--- src/rtl/mux_pkg.sv ---
// Shared types and constants for the bit-steering demux: FSM state
// encoding, default geometry and the word-complete test.
package mux_pkg;

    localparam int DEMUX_WIDTH = 16;
    localparam int DEMUX_SEL_W = 4;

    typedef enum logic [0:0] {
        COLLECT = 1'b0,
        HOLD    = 1'b1
    } demux_state_e;

    // True once every bit position of the word has been written.
    function automatic logic all_ones(input logic [DEMUX_WIDTH-1:0] mask);
        return &mask;
    endfunction

endpackage

--- src/rtl/demux_out_reg.sv ---
// One-entry valid/ready output register carrying an assembled word and its
// write mask; contents stay frozen until the next load.
module demux_out_reg #(
    parameter int WIDTH = 16
) (
    input  logic             clk,
    input  logic             rst_n,
    input  logic             load,
    input  logic [WIDTH-1:0] load_data,
    input  logic [WIDTH-1:0] load_mask,
    input  logic             out_ready,
    output logic             out_valid,
    output logic [WIDTH-1:0] out_data,
    output logic [WIDTH-1:0] out_mask
);

    logic             valid_r;
    logic [WIDTH-1:0] data_r;
    logic [WIDTH-1:0] mask_r;

    // Load wins over a handshake drain so back-to-back words keep valid high.
    always_ff @(posedge clk or negedge rst_n) begin
        if (!rst_n) begin
            valid_r <= 1'b0;
            data_r  <= {WIDTH{1'b0}};
            mask_r  <= {WIDTH{1'b0}};
        end else if (load) begin
            valid_r <= 1'b1;
            data_r  <= load_data;
            mask_r  <= load_mask;
        end else if (out_ready) begin
            valid_r <= 1'b0;
        end else begin
            valid_r <= valid_r;
        end
    end

    assign out_valid = valid_r;
    assign out_data  = data_r;
    assign out_mask  = mask_r;

endmodule

--- src/rtl/bit_demux16.sv ---
// Steers one data bit per beat into an addressed position of a staging word
// and hands the word off when all positions are written or on flush.
module bit_demux16
    import mux_pkg::*;
#(
    parameter int WIDTH = DEMUX_WIDTH,
    parameter int SEL_W = DEMUX_SEL_W
) (
    input  logic             clk,
    input  logic             rst_n,
    input  logic             in_valid,
    output logic             in_ready,
    input  logic             in_bit,
    input  logic [SEL_W-1:0] in_sel,
    input  logic             flush,
    output logic             out_valid,
    input  logic             out_ready,
    output logic [WIDTH-1:0] out_data,
    output logic [WIDTH-1:0] out_mask,
    output logic             dup_err
);

    logic [WIDTH-1:0] stage_r;
    logic [WIDTH-1:0] mask_r;
    logic [WIDTH-1:0] next_stage_s;
    logic [WIDTH-1:0] next_mask_s;
    logic [WIDTH-1:0] load_data_s;
    logic [WIDTH-1:0] load_mask_s;
    demux_state_e     state_r;
    demux_state_e     state_next_s;
    logic             accept_s;
    logic             dup_s;
    logic             close_s;
    logic             slot_free_s;
    logic             load_s;
    logic             clear_s;
    logic             dup_err_r;

    assign in_ready    = (state_r == COLLECT);
    assign accept_s    = in_valid & in_ready;
    assign slot_free_s = ~out_valid | out_ready;

    // Post-write view of the staging word; close decisions use these values.
    always_comb begin
        next_stage_s = stage_r;
        next_mask_s  = mask_r;
        dup_s        = 1'b0;
        if (accept_s) begin
            next_stage_s[in_sel] = in_bit;
            next_mask_s[in_sel]  = 1'b1;
            dup_s                = mask_r[in_sel];
        end else begin
            dup_s = 1'b0;
        end
    end

    assign close_s = (state_r == COLLECT) &&
                     (all_ones(next_mask_s) || (flush && (|next_mask_s)));

    // Next-state and output-register load control.
    always_comb begin
        state_next_s = state_r;
        load_s       = 1'b0;
        clear_s      = 1'b0;
        load_data_s  = next_stage_s;
        load_mask_s  = next_mask_s;
        case (state_r)
            COLLECT: begin
                if (close_s && slot_free_s) begin
                    load_s  = 1'b1;
                    clear_s = 1'b1;
                end else if (close_s) begin
                    state_next_s = HOLD;
                end else begin
                    state_next_s = COLLECT;
                end
            end
            HOLD: begin
                // The retained word waits here until the consumer drains the slot.
                load_data_s = stage_r;
                load_mask_s = mask_r;
                if (out_valid && out_ready) begin
                    load_s       = 1'b1;
                    clear_s      = 1'b1;
                    state_next_s = COLLECT;
                end else begin
                    state_next_s = HOLD;
                end
            end
            default: begin
                state_next_s = COLLECT;
                clear_s      = 1'b1;
            end
        endcase
    end

    // Staging word, mask, FSM state and duplicate-write flag.
    always_ff @(posedge clk or negedge rst_n) begin
        if (!rst_n) begin
            state_r   <= COLLECT;
            stage_r   <= {WIDTH{1'b0}};
            mask_r    <= {WIDTH{1'b0}};
            dup_err_r <= 1'b0;
        end else begin
            state_r   <= state_next_s;
            dup_err_r <= dup_s;
            if (clear_s) begin
                stage_r <= {WIDTH{1'b0}};
                mask_r  <= {WIDTH{1'b0}};
            end else begin
                stage_r <= next_stage_s;
                mask_r  <= next_mask_s;
            end
        end
    end

    assign dup_err = dup_err_r;

    demux_out_reg #(
        .WIDTH(WIDTH)
    ) u_out_reg (
        .clk      (clk),
        .rst_n    (rst_n),
        .load     (load_s),
        .load_data(load_data_s),
        .load_mask(load_mask_s),
        .out_ready(out_ready),
        .out_valid(out_valid),
        .out_data (out_data),
        .out_mask (out_mask)
    );

endmodule

--- config.mk ---
export PLATFORM = sky130hd
export DESIGN_NAME = bit_demux16
export DESIGN_NICKNAME = d
export VERILOG_FILES = /design/src/rtl/mux_pkg.sv /design/src/rtl/demux_out_reg.sv /design/src/rtl/bit_demux16.sv
export SDC_FILE = /design/constraint.sdc
export NUM_CORES = 1
export LEC_CHECK = 0
export CAP_MARGIN = 20
export CELL_PAD_IN_SITES_DETAIL_PLACEMENT = 1
export CELL_PAD_IN_SITES_GLOBAL_PLACEMENT = 1
export CORE_UTILIZATION = 24
export CTS_CLUSTER_DIAMETER = 120
export CTS_CLUSTER_SIZE = 40
export DETAILED_ROUTE_END_ITERATION = 6
export PLACE_DENSITY = 0.48
export SETUP_SLACK_MARGIN = 0.02
export SYNTH_ARGS = -nofsm -noshare
export SYNTH_HDL_FRONTEND = slang
export SYNTH_SLANG_ARGS = --single-unit
--- constraint.sdc ---
create_clock -name clk -period 2.05 [get_ports clk]
set_input_delay 0.41 -clock clk [delete_from_list [all_inputs] [get_ports clk]]
set_output_delay 0.41 -clock clk [all_outputs]
set_load 0.02 [all_outputs]
==> results.rst, run 1 <==
.. list-table::
   :header-rows: 1

   * - Metric
     - Value
   * - Run status
     - finished, violations left
   * - Failing checks
     - negative setup slack
   * - Final hold violation count
     - 0
   * - Share of synthesized area occupied by flip-flops and latches
     - 54.0%
   * - Clock buffers created by TritonCTS
     - 9
   * - Placed cells
     - 557
   * - Number of global-route vias before repair
     - 2807
   * - Hold Crit Class
     - in -> async
   * - Clock sinks
     - 67
   * - Part of the cycle the worst path needs
     - 108%
   * - Highest cell delay on the worst timing path
     - 0.46 ns
   * - Netlist area before placement
     - 3110 µm²
   * - Synthesis-to-layout area growth
     - 53.1%
   * - Count of non-filler cells in the finished layout
     - 583
   * - Cell count of the worst reg-to-reg path
     - 7
   * - Total routed wirelength
     - 10.1 mm
   * - Worst hold margin
     - 0.0538 ns
   * - Startpoint of the lowest-slack register-to-register path
     - state_r$_DFF_PN0_
   * - Fraction of final layout cells sized beyond drive strength 1
     - 32.4%
   * - Final antenna-violating net count
     - 0
   * - Highest achievable clock rate
     - 451 MHz
   * - Violation count after the first detailed-routing iteration
     - 51
   * - Setup repair after global routing missed its margin
     - yes
   * - Power density over the cells
     - 1490 nW/µm²
   * - Post-Route Skew
     - 0.00342 ns
   * - Total gr overflow
     - 0
   * - Buffer type at the clock tree root
     - clkbuf_16
   * - DRC violations left
     - 0
   * - Clock latency of the later-clocked register in the worst-skew pair
     - 0.34 ns
   * - Reg2Reg Capture Point
     - u_out_reg.out_mask[3]$_DFFE_PN0P_
   * - Count of maximum capacitance violations
     - 0
   * - Detail Placement HPWL
     - 6.93 mm
   * - Port buffer count
     - 44
   * - Setup slack of the worst register-to-register path
     - -0.17 ns
   * - Vert. Die Dim
     - 116 µm
   * - Warnings from Yosys
     - 0
   * - Peak fanout along the critical path
     - 6
   * - Series of cell instances along the critical path
     - and4b_2 > nand4_1 > a32oi_1 > and4_4 > o31a_4 > buf_12 > mux2_4
   * - Post-layout power
     - 7.09 mW
   * - Pin count of the biggest net entering global routing
     - 68
   * - Site Rows
     - 41
   * - Leakage power summed over all cells
     - 2.29 nW
   * - Setup violation total in the final timing report
     - 64
   * - Peak supply drop
     - 0.616 mV
   * - Effective utilization at floorplan
     - 24.6%
   * - Total GRT Usage
     - 16.1%
   * - Setup ws final
     - -0.166 ns
   * - Number of enable flip-flop cells after synthesis
     - 0
   * - Clock Path Buffers
     - 2
   * - Final design utilization
     - 37.7%
   * - Startpoint types
     - flip-flop
   * - Fill cell count
     - 1450
   * - Vias post-DR
     - 2586
   * - Vias per Instance
     - 4.44
   * - Post-Syn Instances
     - 284
   * - Yosys cell types
     - 39
   * - Worst Path Required
     - 2.27 ns
   * - Iteration count of the initial detailed-routing pass
     - 4
   * - Max-slew violations
     - 0
   * - Total I/O pin count
     - 45
   * - Synth Net Count
     - 294
   * - Cell with the largest stage delay on the worst path
     - dfrtp_2
   * - Width of the die
     - 116 µm
   * - Actual transition at the worst max-transition pin
     - 0.414 ns
   * - Count of antenna diodes in the layout
     - 0
   * - Per-instance average area after synthesis
     - 10.9 µm²
   * - Wire length of the first global-routing pass
     - 15.5 mm
   * - Clock tree from TritonCTS
     - yes
   * - Tightest slew margin relative to the limit
     - 72.3%
   * - Final worst path period need
     - 2.22 ns
   * - #FFs+latches synth
     - 67
   * - Data arrival time of the critical path
     - 2.44 ns
   * - Commonest register cell after synthesis
     - dfrtp_1
   * - Net count of the finished layout
     - 417
   * - Routed wirelength normalized by instance count
     - 17.3 µm
   * - Placeable core region
     - 12600 µm²
   * - Clock edge transition at the registers on the reported setup and hold paths
     - 0.05 ns
   * - Crit path kind
     - reg -> reg
   * - Routability cong.
     - 0.888
   * - Number of levels the H-tree was split into
     - 3
   * - Antenna violations before repair
     - 0
   * - Async S/R FF share, synth
     - 100%
   * - Die footprint
     - 13400 µm²
   * - Kind of end point of the critical path
     - flip-flop
-- cell families (layout without fill, tap and decap cells) --
logic type / after synthesis / count (layout) / synth area share (%)
buffers and inverters: 33 / 160 / 6.20
and+or+nand+nor: 109 / 109 / 17.0
DFF: 67 / 67 / 54.0
AOI/OAI and AO/OA: 43 / 43 / 10.4
muxes: 32 / 32 / 12.4
-- cell usage after synthesis, drive strengths merged (3+ instances only) --
cell type	count	area (µm²)
a31oi	3	18.8
nor2b	4	25.0
nor4	5	31.3
dfrtp	67	1680
nor2	38	143
a21oi	10	53.8
buf	15	124
o22a	21	184
mux4	5	113
inv	11	41.3
and2	7	43.8
nand3	3	15.0
mux2i	25	250
clkbuf	7	27.5
nand2	36	135
-- state kept, by name, indices dropped and copies added, names as in the netlist --
| signal | count |
|---|---|
| dup_err | 1 |
| mask_r | 16 |
| stage_r | 16 |
| state_r | 1 |
| u_out_reg.out_data | 16 |
| u_out_reg.out_mask | 16 |
| u_out_reg.out_valid | 1 |
-- layout make-up --
type	instances	area, µm²	area share (%)
repair buffers	134	1190	25.1
multi-input cells	184	1370	28.7
inverters	11	41.3	0.868
well taps	172	215	4.52
flip-flops and latches	67	1680	35.3
clock inverters	2	12.5	0.263
clock buffers	13	250	5.26
-- per-stage QoR --
stage | instance area [µm²] | TNS [ns] | setup slack [ns]
3_5_place_dp | 4270 | -51.25 | -0.847
2_1_floorplan | 3140 | -3.87 | -0.152
6_report | 4760 | -5.51 | -0.166
3_3_place_gp | 4270 | -52.28 | -0.863
5_1_grt | 4760 | -13.59 | -0.281
4_1_cts | 4630 | -9.26 | -0.218
-- report_power, final --
group	internal [mW]	total, mW	leakage (nW)	switching [mW]
combinational	1.83	3.65	1.28	1.81
clock	0.843	1.40	0.126	0.562
sequential	1.76	2.04	0.883	0.276
-- layer usage --
| layer | vias up | share of wire, % | global-route usage, % |
|---|---|---|---|
| met5 | - | 0 | 0 |
| met4 | 0 | 2.9 | 8.38 |
| met3 | 18 | 2.7 | 3.09 |
| met2 | 47 | 47 | 25.7 |
| met1 | 1290 | 47 | 20.7 |
| li1 | 1231 | - | - |
-- how the worst max path moves through the flow --
| stage | slack, ns | endpoint | from |
|---|---|---|---|
| after floorplan | -0.15 | u_out_reg.out_mask[3]$_DFFE_PN0P_ | in_sel[0] |
| after global placement | -0.86 | u_out_reg.out_mask[11]$_DFFE_PN0P_ | in_sel[0] |
| after detailed placement | -0.85 | u_out_reg.out_mask[11]$_DFFE_PN0P_ | in_sel[0] |
| after CTS | -0.22 | u_out_reg.out_mask[3]$_DFFE_PN0P_ | state_r$_DFF_PN0_ |
| after global routing | -0.28 | u_out_reg.out_mask[3]$_DFFE_PN0P_ | state_r$_DFF_PN0_ |
| final | -0.17 | u_out_reg.out_mask[3]$_DFFE_PN0P_ | state_r$_DFF_PN0_ |
-- placed cells by master, fill, tap and decap left out, types with 2 or more instances in the layout --
cell,count
buf_4,77
dfrtp_1,66
nor2_1,38
clkdlybuf4s50_1,37
nand2_1,36
mux2i_1,25
o22a_1,21
inv_1,11
clkbuf_16,9
buf_6,9
and2_1,6
dlygate4sd2_1,6
mux4_2,5
a21oi_2,4
a21oi_1,4
a31oi_1,3
nor2b_1,3
nor4_2,3
clkbuf_1,3
buf_12,3
nor3b_1,2
nand4_1,2
nand4b_1,2
a21oi_4,2
nand3_1,2
nor4_1,2
o21a_1,2
nand2b_1,2
-- timing repair --
action                     in CTS  in global routing
pin swaps                       7                  6
resized for setup              19                 23
hold endpoints to repair        0                  0
cloned                          1                  2
hold buffers                    0                  0
buffers inserted                5                  3
setup endpoints to repair      68                 66
-- critical path, delay by kind of cell (launching register included) --
family,cells,cell delay [ns]
AO/OA/AOI/OAI,2,0.43
multiplexers,1,0.28
AND/OR/NAND/NOR,3,0.81
buffers and inverters,1,0.11
flip-flops,1,0.46
Note: power is estimated with default switching activity, not from simulation.
==> run 2, diff against run 1 <==
- SETUP_SLACK_MARGIN: 0.02 -> 0.2
==> run 2 against run 1 <==
  * The flow still finishes with violations (negative setup slack)
  * Power increased by 20%
  * Wire length grew 7.7%
  * Sequential share of layout area down 3.7 points
  * Count of clock-buffer cells in the layout unchanged
  * Non-clock buffer count grew 18
  * Worst hold slack better by 0.038 ns
  * Clock skew is 0.0071 ns higher
  * Global-route usage rose by 1.3 points
  * Combinational power rose by 33%
  * Cell count grew 3.1%
  * Critical endpoint is now stage_r[1]$_DFF_PN0_
==> results.rst, run 2 (synthesis results as in run 1) <==
.. list-table::
   :header-rows: 1

   * - Metric
     - Value
   * - Peak fanout along the critical path
     - 8
   * - Synthesis-to-layout area growth
     - 71.0%
   * - Setup violation total in the final timing report
     - 66
   * - Power density over the cells
     - 1600 nW/µm²
   * - Site Rows
     - 41
   * - Wire length of the first global-routing pass
     - 16.9 mm
   * - Vias per Instance
     - 4.53
   * - Post-Route Skew
     - 0.0105 ns
   * - Effective utilization at floorplan
     - 24.6%
   * - Vias post-DR
     - 2725
   * - Vert. Die Dim
     - 116 µm
   * - Met1 layer usage reported by global route
     - 23.1%
   * - Clock edge transition at the registers on the reported setup and hold paths
     - 0.05 ns
   * - Clock tree from TritonCTS
     - yes
   * - Final worst path period need
     - 2.36 ns
   * - Part of the cycle the worst path needs
     - 115%
   * - Fraction of final layout cells sized beyond drive strength 1
     - 41.0%
   * - Highest achievable clock rate
     - 424 MHz
   * - Count of maximum capacitance violations
     - 0
   * - Number of levels the H-tree was split into
     - 3
   * - Routability cong.
     - 0.813
   * - Total routed wirelength
     - 10.9 mm
   * - Total gr overflow
     - 0
   * - Worst Setup Slack post-DPL
     - -0.855 ns
   * - Kind of end point of the critical path
     - flip-flop
   * - Total I/O pin count
     - 45
   * - Final hold violation count
     - 0
   * - Setup ws final
     - -0.308 ns
   * - Data arrival time of the critical path
     - 2.57 ns
   * - Pin count of the biggest net entering global routing
     - 68
   * - Clock latency of the later-clocked register in the worst-skew pair
     - 0.34 ns
   * - Width of the die
     - 116 µm
   * - Port buffer count
     - 44
   * - Startpoint types
     - flip-flop
   * - M2 GR Usage
     - 28.0%
   * - Violation count after the first detailed-routing iteration
     - 97
   * - Actual transition at the worst max-transition pin
     - 0.430 ns
   * - Detail Placement HPWL
     - 6.73 mm
   * - Clock sinks
     - 67
   * - Tightest slew margin relative to the limit
     - 71.3%
   * - Antenna violations before repair
     - 0
   * - Final antenna-violating net count
     - 0
   * - DRC violations left
     - 0
   * - Most common cell after layout, fill and taps aside
     - buf_4
   * - Iteration count of the initial detailed-routing pass
     - 4
   * - Clock buffers created by TritonCTS
     - 9
   * - Max-slew violations
     - 0
   * - Die footprint
     - 13400 µm²
   * - Run status
     - finished, violations left
   * - Total GRT Usage
     - 17.4%
   * - Most used cells in the layout excluding fill and tap cells
     - buf_4, dfrtp_1, clkdlybuf4s50_1, nand2_1, mux2i_1
   * - Number of global-route vias before repair
     - 2973
   * - Buffer type at the clock tree root
     - clkbuf_16
   * - Leakage power summed over all cells
     - 2.46 nW
   * - Global route hottest layer
     - met2
   * - Routed wirelength normalized by instance count
     - 18.1 µm
   * - Clock Path Buffers
     - 2
   * - Number of buffers inserted for hold repair after clock tree synthesis
     - 0
   * - Post-layout power
     - 8.49 mW
   * - Crit path kind
     - reg -> reg
   * - Setup repair after global routing missed its margin
     - yes
   * - Met3 track demand over resource in global routing
     - 3.77%
   * - Worst Path Required
     - 2.26 ns
   * - Peak supply drop
     - 0.640 mV
   * - Placeable core region
     - 12600 µm²
   * - Failing checks
     - negative setup slack
   * - Hold Crit Class
     - in -> async
   * - Net count of the finished layout
     - 435
   * - Count of antenna diodes in the layout
     - 0
[run 2: critical path, stage by stage (launching register included)]
cell,delay [ns]
dfrtp_2,0.44
buf_6,0.13
nor4b_4,0.36
a21oi_2,0.11
nor4_2,0.27
and4_1,0.28
o31a_4,0.20
buf_12,0.12
buf_8,0.12
buf_16,0.16
nor2_4,0.03
[run 2: power breakdown]
| group | internal [mW] | switching (mW) |
|---|---|---|
| Sequential | 1.76 | 0.287 |
| Combinational | 2.65 | 2.22 |
| Clock | 1.00 | 0.572 |
| Total | 5.41 | 3.08 |
[run 2: area by class of cell]
type,count,area [µm²]
clock buffers,13,260
clock inverters,2,35.0
fillers,1418,7310
inverters,11,41.3
multi-input cells,184,1510
flip-flops and latches,67,1680
well taps,172,215
repair buffers,152,1580
[run 2: layer usage]
metal	vias up	routed length, µm	part of all wire [%]
met5	-	0	0
met4	0	151	1.4
met3	14	369	3.4
met2	54	5270	48
met1	1383	5090	47
li1	1274	-	-
[run 2: worst paths after layout]
| check | from | end | slack (ns) | cells after the start |
|---|---|---|---|---|
| min reg2reg | u_out_reg.out_mask[0]$_DFFE_PN0P_ | u_out_reg.out_mask[0]$_DFFE_PN0P_ | 0.50 | 1 |
| min | rst_n | state_r$_DFF_PN0_ | 0.09 | 2 |
| max | state_r$_DFF_PN0_ | stage_r[1]$_DFF_PN0_ | -0.31 | 10 |
| min in group clk | u_out_reg.out_mask[0]$_DFFE_PN0P_ | u_out_reg.out_mask[0]$_DFFE_PN0P_ | 0.50 | 1 |
| max in group asynchronous | rst_n | u_out_reg.out_data[12]$_DFFE_PN0P_ | 1.64 | 2 |
| max reg2reg | state_r$_DFF_PN0_ | stage_r[1]$_DFF_PN0_ | -0.31 | 10 |
[run 2: what timing repair did]
action / CTS / global route
pin swaps: 18 / 19
endpoints found under the setup margin: 68 / 68
cloned: 6 / 4
buffers inserted: 24 / 2
gates resized for setup: 60 / 46
[run 2: through the flow]
step | std cells | instance area [µm²] | utilization, % | setup TNS [ns] | hold WS (ns)
5_1_grt | 601 | 5310 | 42.1 | -24.75 | 0.123
6_report | 601 | 5310 | 42.1 | -17.42 | 0.0916
2_1_floorplan | 284 | 3140 | - | -3.84 | 0.114
3_3_place_gp | 550 | 4210 | 33.4 | -47.76 | 0.468
3_5_place_dp | 550 | 4210 | 33.4 | -48.07 | 0.468
4_1_cts | 595 | 5070 | 40.2 | -16.41 | 0.111
==> RTL change 1 (config.mk and constraints of run 2) <==
`DEMUX_WIDTH`: 16 -> 24.
--- a/src/rtl/mux_pkg.sv
+++ b/src/rtl/mux_pkg.sv
@@ -2,7 +2,7 @@
 // encoding, default geometry and the word-complete test.
 package mux_pkg;
 
-    localparam int DEMUX_WIDTH = 16;
+    localparam int DEMUX_WIDTH = 24;
     localparam int DEMUX_SEL_W = 4;
 
     typedef enum logic [0:0] {
Interface: changed (resized out_data and out_mask); port bits go from 45 to 61. No check against the original RTL was run, so the function may have changed too.
==> RTL change 1 against run 2 <==
  * The flow still finishes with violations (setup timing)
  * Sequential cell count unchanged
  * Area after synthesis decreased by 0.56%
  * Core utilization is 7.9 points lower
  * Design area decreased by 19%
  * Count of clock-buffer cells in the layout is 1 lower
  * Setup slack improved by 0.26 ns
  * Power down 26%
  * Routed wire length is 21% lower
  * Sequential power down 9.8%
  * Synthesized cell count up 0.35%
  * Maximum frequency rose by 12%
  * Hold slack improved by 0.015 ns
  * Critical path type unchanged
  * Highest routed layer unchanged
==> RTL change 1: results (changes against run 2) <==
### Detailed routing
- Iteration-0 DRC Markers: 68, was 97
- router iterations before antenna repair: 4, unchanged
- detailed-route vias per instance: 4.42, was 4.53
- average routed wire per standard cell: 15.9 um, was 18.1 um

### Timing
- Worst Skew: 0.00766 ns, was 0.0105 ns
- final setup slack of the worst path: -0.0495 ns, was -0.308 ns
- total setup violations reported at the end of the flow: 46, was 66

### Clock network
- level count of the clock H-tree: 3, unchanged

### Global routing
- wire length of the first global-routing pass: 14200 um, was 16900 um
- via count of the first global-routing pass: 2570, was 2973
- All-Layer GR Usage: 14.2%, was 17.4%

### Placed design
- HPWL after DPL: 5880 um, was 6730 um
- dpl ws: -0.454 ns, was -0.855 ns
- Final GP Congestion: 0.779, was 0.813
- standard cell area after detailed placement: 3840 um2, was 4210 um2

### Layout
- Final #Nets: 375, was 435
- share of post-route cells with drive strength above 1: 25.7%, was 41.0%

### Power
- static power due to leakage: 1.97 nW, was 2.46 nW
- peak supply drop: 0.489 mV, was 0.640 mV

### Synthesis
- library cells used by synthesis: 36, was 39
- most frequent cells after synthesis: dfrtp_1 (67), o21ai_0 (54), nor2_1 (42), was dfrtp_1 (67), nor2_1 (38), nand2_1 (36)
- top post-synthesis cells by area: dfrtp_1 (54%), o21ai_0 (8.7%), mux2i_1 (5.2%), nor2_1 (5.1%), buf_4 (3.9%), was dfrtp_1 (54%), mux2i_1 (8.1%), o22a_1 (5.9%), nor2_1 (4.6%), nand2_1 (4.3%)
- sequential cell area fraction in the yosys report: 54.3%, was 54.0%

### Worst setup path
- master of the slowest instance on the critical path: or4_4, was dfrtp_2
- cell family contributing the most delay on the critical path: simple AND/OR/NAND/NOR gates, unchanged
- largest stage delay on the critical path: 0.54 ns, was 0.44 ns
- worst setup path startpoint: mask_r[1]$_DFF_PN0_, was state_r$_DFF_PN0_
- CP max FO: 30, was 8

### Status
- result of the run: finished, violations left, unchanged
- violations in the final reports: setup timing, unchanged

[RTL change 1: power by group]
group / leakage, nW / switching (mW) / internal [mW] / total [mW]
Sequential: 0.920 / 0.200 / 1.65 / 1.85
Combinational: 0.919 / 1.65 / 1.32 / 2.98
Clock: 0.133 / 0.569 / 0.850 / 1.42
[RTL change 1: worst paths after layout]
check	endpoint	slack [ns]	cells after the start
setup / recovery	mask_r[4]$_DFF_PN0_	-0.05	7
setup reg to reg	mask_r[4]$_DFF_PN0_	-0.05	7
hold reg to reg	u_out_reg.out_mask[5]$_DFFE_PN0P_	0.49	2
hold / removal	u_out_reg.out_data[10]$_DFFE_PN0P_	0.11	2
max in group asynchronous	mask_r[13]$_DFF_PN0_	1.66	2
min in group clk	u_out_reg.out_mask[5]$_DFFE_PN0P_	0.49	2
[RTL change 1: stage by stage]
step / hold slack (ns) / setup TNS [ns] / power, mW / utilization, % / cells
after floorplan: 0.114 / 0 / 3.31 / - / 300
final: 0.107 / -1.11 / 6.25 / 34.2 / 542
after detailed placement: 0.469 / -14.81 / 4.40 / 30.6 / 521
after global placement: 0.470 / -14.09 / 4.36 / 30.6 / 521
after global routing: 0.140 / -5.54 / 6.62 / 34.2 / 542
after CTS: 0.113 / -3.98 / 6.17 / 33.6 / 542
[RTL change 1: logic make-up after synthesis]
family,share of synthesized area (%)
AOI/OAI and AO/OA,14.4
and+or+nand+nor,11.9
DFF,54.3
muxes,8.95
other,0.121
buffers and inverters,10.3
[RTL change 1: final cells by class]
class | count | area [um2]
Fill cell | 1407 | 8260
Multi-Input combinational cell | 196 | 1250
Timing Repair Buffer | 89 | 885
Clock inverter | 4 | 26.3
Tap cell | 172 | 215
Clock buffer | 12 | 246
Inverter | 2 | 7.51
Sequential cell | 67 | 1680
[RTL change 1: worst register-to-register path: cells and delay by family, from the launching register on]
| kind | cells | cell delay (ns) |
|---|---|---|
| AND/OR/NAND/NOR | 4 | 0.99 |
| buffers and inverters | 2 | 0.37 |
| flip-flops | 1 | 0.37 |
| AO/OA/AOI/OAI | 1 | 0.30 |
[RTL change 1: per-layer routing]
layer	track usage [%]	vias to the layer above	part of all wire (%)
met1	19.2	1219	47
li1	-	1124	-
met3	2.67	8	2.6
met2	22.6	42	49
met4	5.37	0	1.0
met5	0	-	0
[RTL change 1: timing repair]
action / in CTS / in global routing
endpoints found under the setup margin: 66 / 65
hold buffers: 0 / 0
setup buffers: 4 / 0
pin swaps: 6 / 5
resized for setup: 17 / 36
gates cloned: 1 / 0
==> RTL change 2 (settings of run 2) <==
Without the edit above. Register the output `dup_err` once more, with the module's reset; this adds one clock of latency there. The other outputs are not delayed to match.
--- a/src/rtl/bit_demux16.sv
+++ b/src/rtl/bit_demux16.sv
@@ -114,7 +114,13 @@
         end
     end
 
-    assign dup_err = dup_err_r;
+    always_ff @(posedge clk or negedge rst_n) begin
+        if (!rst_n) begin
+            dup_err <= '0;
+        end else begin
+            dup_err <= dup_err_r;
+        end
+    end
 
     demux_out_reg #(
         .WIDTH(WIDTH)
Formal check against the unedited RTL: not equivalent (Yosys sat finds a counterexample within 4 cycles, from zero or initial values and one cycle with rst_n low).
==> RTL change 2 against run 2 <==
  * The run still ends with setup timing left
  * Design area is 7.1% higher
  * Critical path depth is 1 lower
  * Global-route usage up 0.28 points
  * Sequential cell count up 1
  * Via count is 27% higher
  * Non-clock buffer count fell by 26
  * Maximum frequency rose by 6.2%
  * Routed wire length up 22%
  * Area after synthesis is 18% higher
  * Setup slack improved by 0.14 ns
  * Power shrank 8.7%
  * Largest power group unchanged
  * Highest routed layer unchanged
==> RTL change 2: results (changes against run 2) <==
### Clock network
- level count of the clock H-tree: 3, unchanged
- clk root buf: clkbuf_16, unchanged
- maximum count of clock buffers along a single path: 2, unchanged
- clock insertion delay at the later pin of the skew report: 0.33 ns
- clock-pin slew on the worst setup and hold paths: 0.06 ns
- total clock buffers created by CTS: 9, unchanged

### Synthesis
- top post-synthesis cells by area: dfrtp_1 (46%), nand3_1 (6.3%), o2111ai_1 (5.7%), nor2_1 (5.1%), nand2_1 (4.5%), was dfrtp_1 (54%), mux2i_1 (8.1%), o22a_1 (5.9%), nor2_1 (4.6%), nand2_1 (4.3%)
- library cells used by synthesis: 42, was 39
- leading register cell type out of synthesis: dfrtp_1, unchanged
- Synth warnings: 0, unchanged
- Net Count, Synth: 383, was 294
- most frequent cells after synthesis: dfrtp_1 (68), nor2_1 (50), nand3_1 (46), was dfrtp_1 (67), nor2_1 (38), nand2_1 (36)
- sequential cell area fraction in the yosys report: 46.3%, was 54.0%
- synthesized instance count: 373, was 284
- async set-or-reset flop fraction in the synthesized netlist: 100%, unchanged

### Detailed routing
- sum of routed wire length over all layers: 13300 um, was 10900 um
- Iteration-0 DRC Markers: 115, was 97
- via count: 3453, was 2725
- router iterations before antenna repair: 4, unchanged

### Layout
- Final #Nets: 487, was 435
- Filler Cell Count: 1661, was 1418
- Layout Cells excl Fill: 665, was 601
- share of post-route cells with drive strength above 1: 38.3%, was 41.0%
- ant diodes: 0, unchanged

### Worst setup path
- largest stage delay on the critical path: 0.45 ns
- cell family contributing the most delay on the critical path: simple AND/OR/NAND/NOR gates, unchanged
- master of the slowest instance on the critical path: dfrtp_2, unchanged
- arrival time of data at the critical path endpoint: 2.45 ns, was 2.57 ns
- CP max FO: 7, was 8

### Placed design
- HPWL after DPL: 8520 um, was 6730 um
- Final GP Congestion: 0.840, was 0.813
- Port Buffer Count: 44, unchanged
- number of placed instances with taps included: 625, was 550
- standard cell area after detailed placement: 4660 um2, was 4210 um2

### Timing
- Fin Setup TNS: -9.17 ns, was -17.42 ns
- Max-Slew Margin vs Limit: 64.9%, was 71.3%
- total setup violations reported at the end of the flow: 65, was 66
- final setup slack of the worst path: -0.170 ns, was -0.308 ns
- Worst Skew: 0.00938 ns, was 0.0105 ns

### Global routing
- wire length of the first global-routing pass: 21500 um, was 16900 um
- via count of the first global-routing pass: 3734, was 2973
- maximum number of pins on one net before global-route repair: 40, was 68
- All-Layer GR Usage: 17.7%, was 17.4%
- antenna violations before repair: 0, unchanged

### Status
- result of the run: finished, violations left, unchanged
- violations in the final reports: setup timing, unchanged

### Power
- peak supply drop: 0.554 mV, was 0.640 mV
- static power due to leakage: 2.46 nW, about the same

### Min path
- class of the tightest hold or removal check: register to register, was primary input to async pin

==> RTL change 2: cell count changes after synthesis, sizes merged, moves of 7 or more <==
cell     before  now
nand3         3   47
o2111ai       0   24
o22a         21    0
or3           0   16
nor2         38   51
a21oi        10   21
buf          15   26
mux2i        25   16
inv          11    3
nand2        36   44
a221oi        0    7
==> RTL change 2: final timing paths <==
kind                                                endpoint           startpoint  slack (ns)  cells past startpoint
min in group asynchronous  u_out_reg.out_data[4]$_DFFE_PN0P_                rst_n        0.52                      2
min                                        dup_err$_DFF_PN0_  dup_err_r$_DFF_PN0_        0.35                      0
max reg2reg                             stage_r[9]$_DFF_PN0_    state_r$_DFF_PN0_       -0.17                      9
min reg2reg                                dup_err$_DFF_PN0_  dup_err_r$_DFF_PN0_        0.35                      0
max in group asynchronous                mask_r[3]$_DFF_PN0_                rst_n        0.92                      3
max                                     stage_r[9]$_DFF_PN0_    state_r$_DFF_PN0_       -0.17                      9
==> RTL change 2: per-stage QoR <==
stage	total power, mW	hold slack [ns]	worst slack [ns]
final	7.75	0.349	-0.170
after global routing	8.17	0.360	-0.246
after CTS	7.45	0.350	-0.168
after detailed placement	4.95	0.336	-0.794
after global placement	4.89	0.337	-0.728
after floorplan	3.59	0.114	-0.0472
==> RTL change 2: area by class of cell <==
cell class                      instances  area (um2)  area share [%]
Multi-Input combinational cell        269        2110            37.1
Timing Repair Buffer                  126        1340            23.6
Clock inverter                          5        52.6           0.924
Inverter                                3        11.3           0.198
Sequential cell                        68        1700            29.9
Clock buffer                           10         239            4.20
Tap cell                              184         230            4.05
==> RTL change 2: power breakdown <==
group	internal (mW)	switching (mW)
Sequential	1.65	0.330
Clock	0.962	0.600
Combinational	2.02	2.18
==> RTL change 2: repair_timing <==
item                       CTS  global route
setup endpoints to repair   69            67
hold endpoints to repair    11             0
gates resized for setup     74            55
pin swaps                   16            11
gates cloned                 6             1
setup buffers               16             1
hold buffers                 1             0
==> RTL change 2: metal layers <==
| layer | share of wire [%] | vias up | global-route usage (%) |
|---|---|---|---|
| li1 | - | 1577 | - |
| met3 | 1.9 | 23 | 2.59 |
| met2 | 49 | 45 | 29.1 |
| met5 | 0 | - | 0 |
| met4 | 1.8 | 0 | 5.88 |
| met1 | 48 | 1808 | 23.8 |
==> RTL change 2: kinds of logic after synthesis <==
| family | synth area share (%) |
|---|---|
| multiplexers | 7.72 |
| flip-flops | 46.3 |
| AO/OA/AOI/OAI | 14.3 |
| AND/OR/NAND/NOR | 25.0 |
| buffers and inverters | 6.73 |
